**src/rtl/i2c_req_arbiter.sv**
```systemverilog
// Round-robin arbiter that lets NUM_REQ clients share a single i2c_master.
// Ports: clk, rst_n; client req_*/rsp_*; busy; master-side m_* handshake.
module i2c_req_arbiter #(
    parameter int NUM_REQ        = 4,
    parameter int TIMEOUT_CYCLES = 255,
    parameter int TW             = 8
) (
    input  logic                 clk,
    input  logic                 rst_n,
    input  logic [NUM_REQ-1:0]   req_valid,
    input  logic [7*NUM_REQ-1:0] req_addr,
    input  logic [8*NUM_REQ-1:0] req_data,
    input  logic [NUM_REQ-1:0]   req_rw,
    output logic [NUM_REQ-1:0]   req_ready,
    output logic [NUM_REQ-1:0]   rsp_valid,
    output logic [7:0]           rsp_data,
    output logic                 rsp_timeout,
    output logic                 busy,
    output logic                 m_start,
    output logic [6:0]           m_slave_addr,
    output logic [7:0]           m_data_in,
    output logic                 m_rw,
    input  logic [7:0]           m_data_out,
    input  logic                 m_done
);

    localparam int PW = (NUM_REQ > 1) ? $clog2(NUM_REQ) : 1;

    typedef enum logic [1:0] {
        IDLE,
        START,
        WAIT,
        RESP
    } state_t;

    state_t               state, state_n;
    logic [PW-1:0]        rr_ptr, rr_ptr_n;
    logic [PW-1:0]        owner, owner_n;
    logic [TW-1:0]        timer, timer_n;
    logic [NUM_REQ-1:0]   req_ready_n, rsp_valid_n;
    logic [7:0]           rsp_data_n;
    logic                 rsp_timeout_n;
    logic                 m_start_n;
    logic [6:0]           m_slave_addr_n;
    logic [7:0]           m_data_in_n;
    logic                 m_rw_n;

    logic                 found;
    logic [PW-1:0]        winner;
    logic [PW:0]          idx;
    logic [PW-1:0]        sel;
    logic [6:0]           win_addr;
    logic [7:0]           win_data;
    logic                 win_rw;

    // First valid client scanning upward from rr_ptr, wrapping at NUM_REQ.
    always_comb begin
        found  = 1'b0;
        winner = rr_ptr;
        idx    = '0;
        sel    = '0;
        for (int k = 0; k < NUM_REQ; k++) begin
            idx = {1'b0, rr_ptr} + (PW+1)'(k);
            if (idx >= (PW+1)'(NUM_REQ)) begin
                idx = idx - (PW+1)'(NUM_REQ);
            end
            sel = idx[PW-1:0];
            if (!found && req_valid[sel]) begin
                found  = 1'b1;
                winner = sel;
            end
        end
    end

    always_comb begin
        win_addr = '0;
        win_data = '0;
        win_rw   = 1'b0;
        for (int i = 0; i < NUM_REQ; i++) begin
            if (winner == PW'(i)) begin
                win_addr = req_addr[7*i +: 7];
                win_data = req_data[8*i +: 8];
                win_rw   = req_rw[i];
            end
        end
    end

    always_comb begin
        state_n        = state;
        rr_ptr_n       = rr_ptr;
        owner_n        = owner;
        timer_n        = timer;
        req_ready_n    = '0;
        rsp_valid_n    = '0;
        m_start_n      = 1'b0;
        rsp_data_n     = rsp_data;
        rsp_timeout_n  = rsp_timeout;
        m_slave_addr_n = m_slave_addr;
        m_data_in_n    = m_data_in;
        m_rw_n         = m_rw;
        unique case (state)
            IDLE: begin
                if (found) begin
                    owner_n        = winner;
                    m_slave_addr_n = win_addr;
                    m_data_in_n    = win_data;
                    m_rw_n         = win_rw;
                    req_ready_n    = NUM_REQ'(1) << winner;
                    m_start_n      = 1'b1;
                    state_n        = START;
                end
            end
            START: begin
                timer_n = '0;
                state_n = WAIT;
            end
            WAIT: begin
                timer_n = timer + 1'b1;
                // A done arriving on the timeout cycle still counts as success.
                if (m_done) begin
                    rsp_data_n    = m_data_out;
                    rsp_timeout_n = 1'b0;
                    rsp_valid_n   = NUM_REQ'(1) << owner;
                    state_n       = RESP;
                end else if (timer == TW'(TIMEOUT_CYCLES - 1)) begin
                    rsp_data_n    = '0;
                    rsp_timeout_n = 1'b1;
                    rsp_valid_n   = NUM_REQ'(1) << owner;
                    state_n       = RESP;
                end
            end
            RESP: begin
                rr_ptr_n = (owner == PW'(NUM_REQ - 1)) ? '0 : owner + 1'b1;
                state_n  = IDLE;
            end
            default: begin
                state_n = IDLE;
            end
        endcase
    end

    always_ff @(posedge clk or negedge rst_n) begin
        if (!rst_n) begin
            state        <= IDLE;
            rr_ptr       <= '0;
            owner        <= '0;
            timer        <= '0;
            req_ready    <= '0;
            rsp_valid    <= '0;
            rsp_data     <= '0;
            rsp_timeout  <= 1'b0;
            busy         <= 1'b0;
            m_start      <= 1'b0;
            m_slave_addr <= '0;
            m_data_in    <= '0;
            m_rw         <= 1'b0;
        end else begin
            state        <= state_n;
            rr_ptr       <= rr_ptr_n;
            owner        <= owner_n;
            timer        <= timer_n;
            req_ready    <= req_ready_n;
            rsp_valid    <= rsp_valid_n;
            rsp_data     <= rsp_data_n;
            rsp_timeout  <= rsp_timeout_n;
            busy         <= (state_n != IDLE);
            m_start      <= m_start_n;
            m_slave_addr <= m_slave_addr_n;
            m_data_in    <= m_data_in_n;
            m_rw         <= m_rw_n;
        end
    end

endmodule

```
**config.mk**
```make
export PLATFORM = sky130hd
export DESIGN_NAME = i2c_req_arbiter
export DESIGN_NICKNAME = d
export VERILOG_FILES = /design/src/rtl/i2c_req_arbiter.sv
export SDC_FILE = /design/constraint.sdc
export NUM_CORES = 1
export LEC_CHECK = 0
export BUFFER_PORTS_ARGS = -buffer_cell sky130_fd_sc_hd__clkbuf_2
export CAP_MARGIN = 20
export CORE_MARGIN = 3
export CORE_UTILIZATION = 29
export CTS_CLUSTER_SIZE = 14
export DETAILED_ROUTE_END_ITERATION = 10
export SETUP_SLACK_MARGIN = 0.15
export SLEW_MARGIN = 20
export SYNTH_ARGS = -nofsm -noshare
export SYNTH_HDL_FRONTEND = slang
export SYNTH_SLANG_ARGS = --single-unit
```
**constraint.sdc**
```tcl
create_clock -name clk -period 6.85 [get_ports clk]
set_input_delay 0 -clock clk [delete_from_list [all_inputs] [get_ports clk]]
set_output_delay 0 -clock clk [all_outputs]
set_load 0.01 [all_outputs]
```
==> Word-level counts from Yosys, hierarchy flattened <==
Index checks and enable logic that the tools add are counted.
{ "classes": {"reduce_logical": 13, "magnitude_cmp": 8, "eq_ne": 8, "addsub": 9, "mux": 49, "shift": 2} }
{ "op_table": {"columns": ["op", "count"], "rows": [
  ["two-way mux 8 bit", 6],
  ["two-way mux 7 bit", 4],
  ["two-way mux 2 bit", 12],
  ["two-way mux 4 bit", 5],
  ["two-way mux 1 bit", 16],
  ["case mux 8 bit (2 select lines)", 1],
  ["less-than comparator 2 x 3 -> 1 bit, second input constant", 4],
  ["equality test 2 bit, second input constant", 5],
  ["greater-or-equal comparator 3 bit, second input constant", 3],
  ["adder 8 x 1 -> 8 bit, second input constant", 1],
  ["binary-select mux 1 bit (select 2 bit)", 4],
  ["equality test 8 bit, second input constant", 1],
  ["case mux 2 bit (4 select lines)", 1],
  ["<< shifter 1 x 2 -> 4 bit, first input constant", 2],
  ["subtractor 2 x 1 -> 2 bit, second input constant", 4],
  ["adder 2 x 2 -> 3 bit, second input constant", 2],
  ["nonzero test 2 bit", 3],
  ["equality test 2 x 1 -> 1 bit, second input constant", 2],
  ["zero test 2 bit", 2],
  ["AND reduction 2 bit", 2],
  ["adder 2 x 1 -> 3 bit, second input constant", 1],
  ["greater-or-equal comparator 2 x 3 -> 1 bit, second input constant", 1],
  ["logical AND 1 bit", 3],
  ["zero test 1 bit", 3],
  ["adder 2 x 1 -> 2 bit, second input constant", 1]
]} }
{ "word_totals": {"in_bits": 79, "reg_bits": 49, "output_inout_bits": 35, "word_cells": 102} }

==> Depth between registers and ports, before layout <==
{ "depth": {"depth_word": 19, "ltp_mapped": 8, "mapped_depth_nobuf": 7} }

==> Worst setup path before layout <==
OpenSTA, ideal clock, no wires.
{ "synth_path": {"kind": "register -> register", "start": "register rr_ptr[1]", "end": "register m_data_in[0]", "slack_ns": 4.704, "t_arrival_ns": 2.020, "path_stages_with_launch": 8, "setup_time_ns": 0.126, "period_less_slack_ns": 2.146, "n_path_buf": 2, "required_time_ns": 6.724, "path_cell_list": "dfrtp_1 nor3b_2 or4_1 buf_6 nand2_8 buf_12 mux2_4 a221o_1"} }
{ "synth_between": {"elab_chain_cells": 19, "elab_cells_between_ends": 46, "cone_classes": "7 x add/sub; 4 x order compare; 3 x eq/ne; 24 x mux; 8 x reduce/logical"} }
{ "synth_lines": {"columns": ["element", "line_no", "text"], "rows": [
  ["from (decl)", "37", "logic [PW-1:0] rr_ptr, rr_ptr_n;"],
  ["from (signal assigned)", "159", "rr_ptr <= rr_ptr_n;"],
  ["branches (longest 19 deep; another with adder 2 x 1 -> 3 bit)", null, null],
  ["to (signal assigned)", "169", "m_data_in <= m_data_in_n;"],
  ["to (decl)", "21", "output logic [7:0] m_data_in,"]
]} }
Several ways; the timed one is not identified. The select of a mux whose other input is x is not followed.
A chain may end at the register's enable or synchronous reset.

==> Final worst setup path <==
{ "layout_path": {"start": "register rr_ptr[1]", "end": "register m_data_in[7]"} }
Same word-level chain as after synthesis.

==> impl_metrics.prom <==
# TYPE chip_impl_metric gauge
chip_impl_metric{name="power.density",unit="nW/um2"} 381
chip_impl_info{name="top_post_synthesis_cells_by_area",value="dfrtp_1, a221o_1, ha_1, mux2_4, o21ai_0"} 1
chip_impl_info{name="setup_crit_start_kind",value="flip-flop"} 1
chip_impl_metric{name="total_drc_errors_in_the_routed_layout",unit=""} 0
chip_impl_metric{name="crit_path_max_fanout",unit=""} 15
chip_impl_metric{name="drt_first_pass_iters",unit=""} 4
chip_impl_metric{name="count_of_final_hold_check_violations",unit=""} 0
chip_impl_info{name="final_cell_mix",value="clkbuf_2, dfrtp_1, o21ai_0, nand3_1, nor2_1"} 1
chip_impl_metric{name="netlist_area",unit="um2"} 2640
chip_impl_metric{name="final_net_count",unit=""} 456
chip_impl_metric{name="critical_path_required",unit="ns"} 7.04
chip_impl_metric{name="start_util",unit="%"} 30.1
chip_impl_metric{name="clock_latency",unit="ns"} 0.31
chip_impl_info{name="min-delay-path-class",value="in -> reg"} 1
chip_impl_metric{name="num-fill-cells",unit=""} 902
chip_impl_metric{name="postSynth.asyncResetShare",unit="%"} 100
chip_impl_metric{name="final_layout_size_suffix_gt1_share",unit="%"} 38.5
chip_impl_metric{name="power.ir.vdd_worst",unit="mV"} 0.136
chip_impl_info{name="crit_path_end_kind",value="flip-flop"} 1
chip_impl_metric{name="first_global_vias",unit=""} 2229
chip_impl_info{name="path_class",value="reg -> reg"} 1
chip_impl_metric{name="fin_setup_tns",unit="ns"} 0
chip_impl_metric{name="static-leakage-power",unit="nW"} 1.75
chip_impl_metric{name="detailroute.via_count",unit=""} 2267
chip_impl_metric{name="ctsHtreeMaxLevel",unit=""} 2
chip_impl_metric{name="first_iter_violations",unit=""} 65
chip_impl_metric{name="postSynthAreaPerCell",unit="um2"} 10.6
chip_impl_metric{name="antenna_violating_nets_left",unit=""} 0
chip_impl_metric{name="grt_pass1_wl",unit="um"} 10900
chip_impl_metric{name="yosys.area.top_type_share",unit="%"} 46.5
chip_impl_metric{name="finalWirelength",unit="um"} 6850
chip_impl_metric{name="placement_rows",unit=""} 34
chip_impl_metric{name="boundaryPins",unit=""} 114
chip_impl_metric{name="n_antenna_cell",unit=""} 0
chip_impl_info{name="rsz0062_at_grt",value="no"} 1
chip_impl_metric{name="cts.sinks",unit=""} 49
chip_impl_metric{name="port_buffers",unit=""} 113
chip_impl_metric{name="max_freq",unit="MHz"} 394
chip_impl_info{name="run_status",value="completed"} 1
chip_impl_metric{name="setup_violations",unit=""} 0
chip_impl_metric{name="post-dp-hpwl",unit="um"} 5040
chip_impl_metric{name="max-clock-path-buffers",unit=""} 2
chip_impl_metric{name="max_slew_margin",unit="%"} 33.4
chip_impl_metric{name="grt_util_all_layers",unit="%"} 13.3
chip_impl_metric{name="globalRouteOverflowTotal",unit=""} 0
chip_impl_metric{name="timing.final.crit_share",unit="%"} 37.1
chip_impl_metric{name="worst_setup_hold_path_clk_slew",unit="ns"} 0.11
chip_impl_metric{name="yosysWarningCount",unit=""} 0
chip_impl_metric{name="final_max_slew_viol_count",unit=""} 0
chip_impl_metric{name="fp.dieArea",unit="um2"} 10300
chip_impl_metric{name="fp.coreArea",unit="um2"} 8760
chip_impl_info{name="postSynth.topFlopCell",value="dfrtp_1"} 1
chip_impl_metric{name="critPathArrivalTime",unit="ns"} 2.73
chip_impl_metric{name="globalplace.congestion",unit=""} 0.822
chip_impl_info{name="yosys.area.top_type",value="dfrtp_1"} 1
chip_impl_metric{name="synthCells",unit=""} 250
chip_impl_metric{name="synth.yosys.seq_area_share",unit="%"} 46.5
chip_impl_metric{name="synth_edf_count",unit=""} 0
chip_impl_metric{name="max_cap_viol_count",unit=""} 0
chip_impl_metric{name="antenna_found_initial",unit=""} 0
chip_impl_info{name="mostFrequentLayoutCell",value="clkbuf_2"} 1
chip_impl_metric{name="min_period",unit="ns"} 2.54
chip_impl_metric{name="post_synth_num_cell_types",unit=""} 45
chip_impl_metric{name="largest_net_degree_at_the_start_of_global_routing",unit=""} 50
chip_impl_metric{name="fin_skew",unit="ns"} 0.0204
chip_impl_metric{name="average_wire_length_per_cell_after_detail_routing",unit="um"} 14.4
chip_impl_metric{name="chipWidth",unit="um"} 101
chip_impl_metric{name="avgViaCountPerCell",unit=""} 4.75
chip_impl_info{name="ctsRootBufferMaster",value="clkbuf_8"} 1
chip_impl_metric{name="placedInstanceArea",unit="um2"} 3260
chip_impl_info{name="cts_tree",value="yes"} 1
chip_impl_metric{name="area_growth",unit="%"} 32.9
chip_impl_metric{name="post_synth_net_total",unit=""} 338
chip_impl_metric{name="die_height",unit="um"} 101
chip_impl_metric{name="timing_worst_slew_pin_value",unit="ns"} 0.995
chip_impl_metric{name="cts_buffers",unit=""} 5
chip_impl_metric{name="final_cell_area",unit="um2"} 3510
chip_impl_metric{name="yosys_register_bits",unit=""} 49
## flip-flops by register name (all words and copies together), names as in the netlist, 2 cells and up
signal        flops
state             2
owner             2
m_slave_addr      7
rr_ptr            2
timer             8
m_data_in         8
req_ready         4
rsp_valid         4
rsp_data          8
## cell families (layout without fill, tap and decap cells)
| group | after synthesis | in the layout | synth area share [%] |
|---|---|---|---|
| buf+inv | 24 | 143 | 4.84 |
| fa+ha+maj | 9 | 9 | 4.27 |
| mux | 20 | 20 | 9.25 |
| flops | 49 | 49 | 46.5 |
| simple gates | 72 | 72 | 14.4 |
| compound gates | 76 | 76 | 20.7 |
## worst paths after layout
kind | start | slack (ns) | depth (start not counted) | to
min in group asynchronous | rst_n | 0.32 | 3 | timer[6]
hold reg to reg | rsp_data[6] | 0.50 | 1 | rsp_data[6]
max in group asynchronous | rst_n | 6.07 | 3 | rsp_data[6]
setup / recovery | rr_ptr[1] | 4.31 | 5 | m_data_in[7]
setup reg to reg | rr_ptr[1] | 4.31 | 5 | m_data_in[7]
hold / removal | req_addr[3] | 0.01 | 3 | m_slave_addr[3]
## final cells by class
cell class	instances	area (um2)	share of cell area [%]
multi-input cells	177	1290	36.8
flip-flops and latches	49	1230	35.0
repair buffers	125	683	19.5
well taps	108	135	3.85
clock buffers	5	68.8	1.96
clock inverters	3	65.1	1.86
inverters	10	37.5	1.07
## layer usage
layer | vias up | wire, um | GRT usage, %
met2 | 77 | 3330 | 21.2
met3 | 4 | 499 | 4.13
met4 | 0 | 43 | 3.07
met1 | 1038 | 2980 | 17.8
met5 | - | 0 | 0
li1 | 1148 | - | -
## timing repair
action	CTS	global route
endpoints found under the hold margin	59	0
hold buffers	11	0
gates resized for setup	0	0
setup buffers	0	0
## power by group
group          internal, mW  total, mW  switching, mW
Clock                 0.145      0.245         0.0995
Sequential            0.396      0.464         0.0672
Combinational         0.279      0.629          0.350
## synth_stat cells (all sizes together), types with 2 or more instances
| cell type | n |
|---|---|
| nand3 | 17 |
| nand2 | 16 |
| o22ai | 2 |
| a211oi | 8 |
| o21ai | 19 |
| dfrtp | 49 |
| a221o | 12 |
| nor3 | 3 |
| and2 | 2 |
| a22o | 9 |
| clkbuf | 8 |
| nor2 | 16 |
| or4 | 2 |
| a21o | 3 |
| nor3b | 2 |
| a21oi | 13 |
| a21boi | 4 |
| inv | 10 |
| nor2b | 8 |
| mux2i | 6 |
| mux2 | 14 |
| ha | 9 |
| buf | 6 |
## stage by stage
| stage | setup slack (ns) | cells | util (%) | total power [mW] | hold slack (ns) |
|---|---|---|---|---|---|
| 6_report | 4.31 | 477 | 40.0 | 1.34 | 0.0134 |
| 5_1_grt | 4.18 | 477 | 40.0 | 1.44 | 0.0205 |
| 4_1_cts | 4.31 | 477 | 40.0 | 1.36 | 0.00497 |
| 3_5_place_dp | 4.31 | 458 | 37.2 | 1.10 | 0.157 |
| 3_3_place_gp | 4.39 | 458 | 37.2 | 1.09 | 0.150 |
| 2_1_floorplan | 4.70 | 250 | - | 0.915 | -0.296 |
## critical path, stage by stage (launching register included)
cell     delay (ns)
dfrtp_1        0.45
nor3b_2        0.19
or4_1          0.83
nand2_8        0.28
mux2_1         0.34
a221o_1        0.31
No activity file was read; power rests on OpenSTA's default activity.
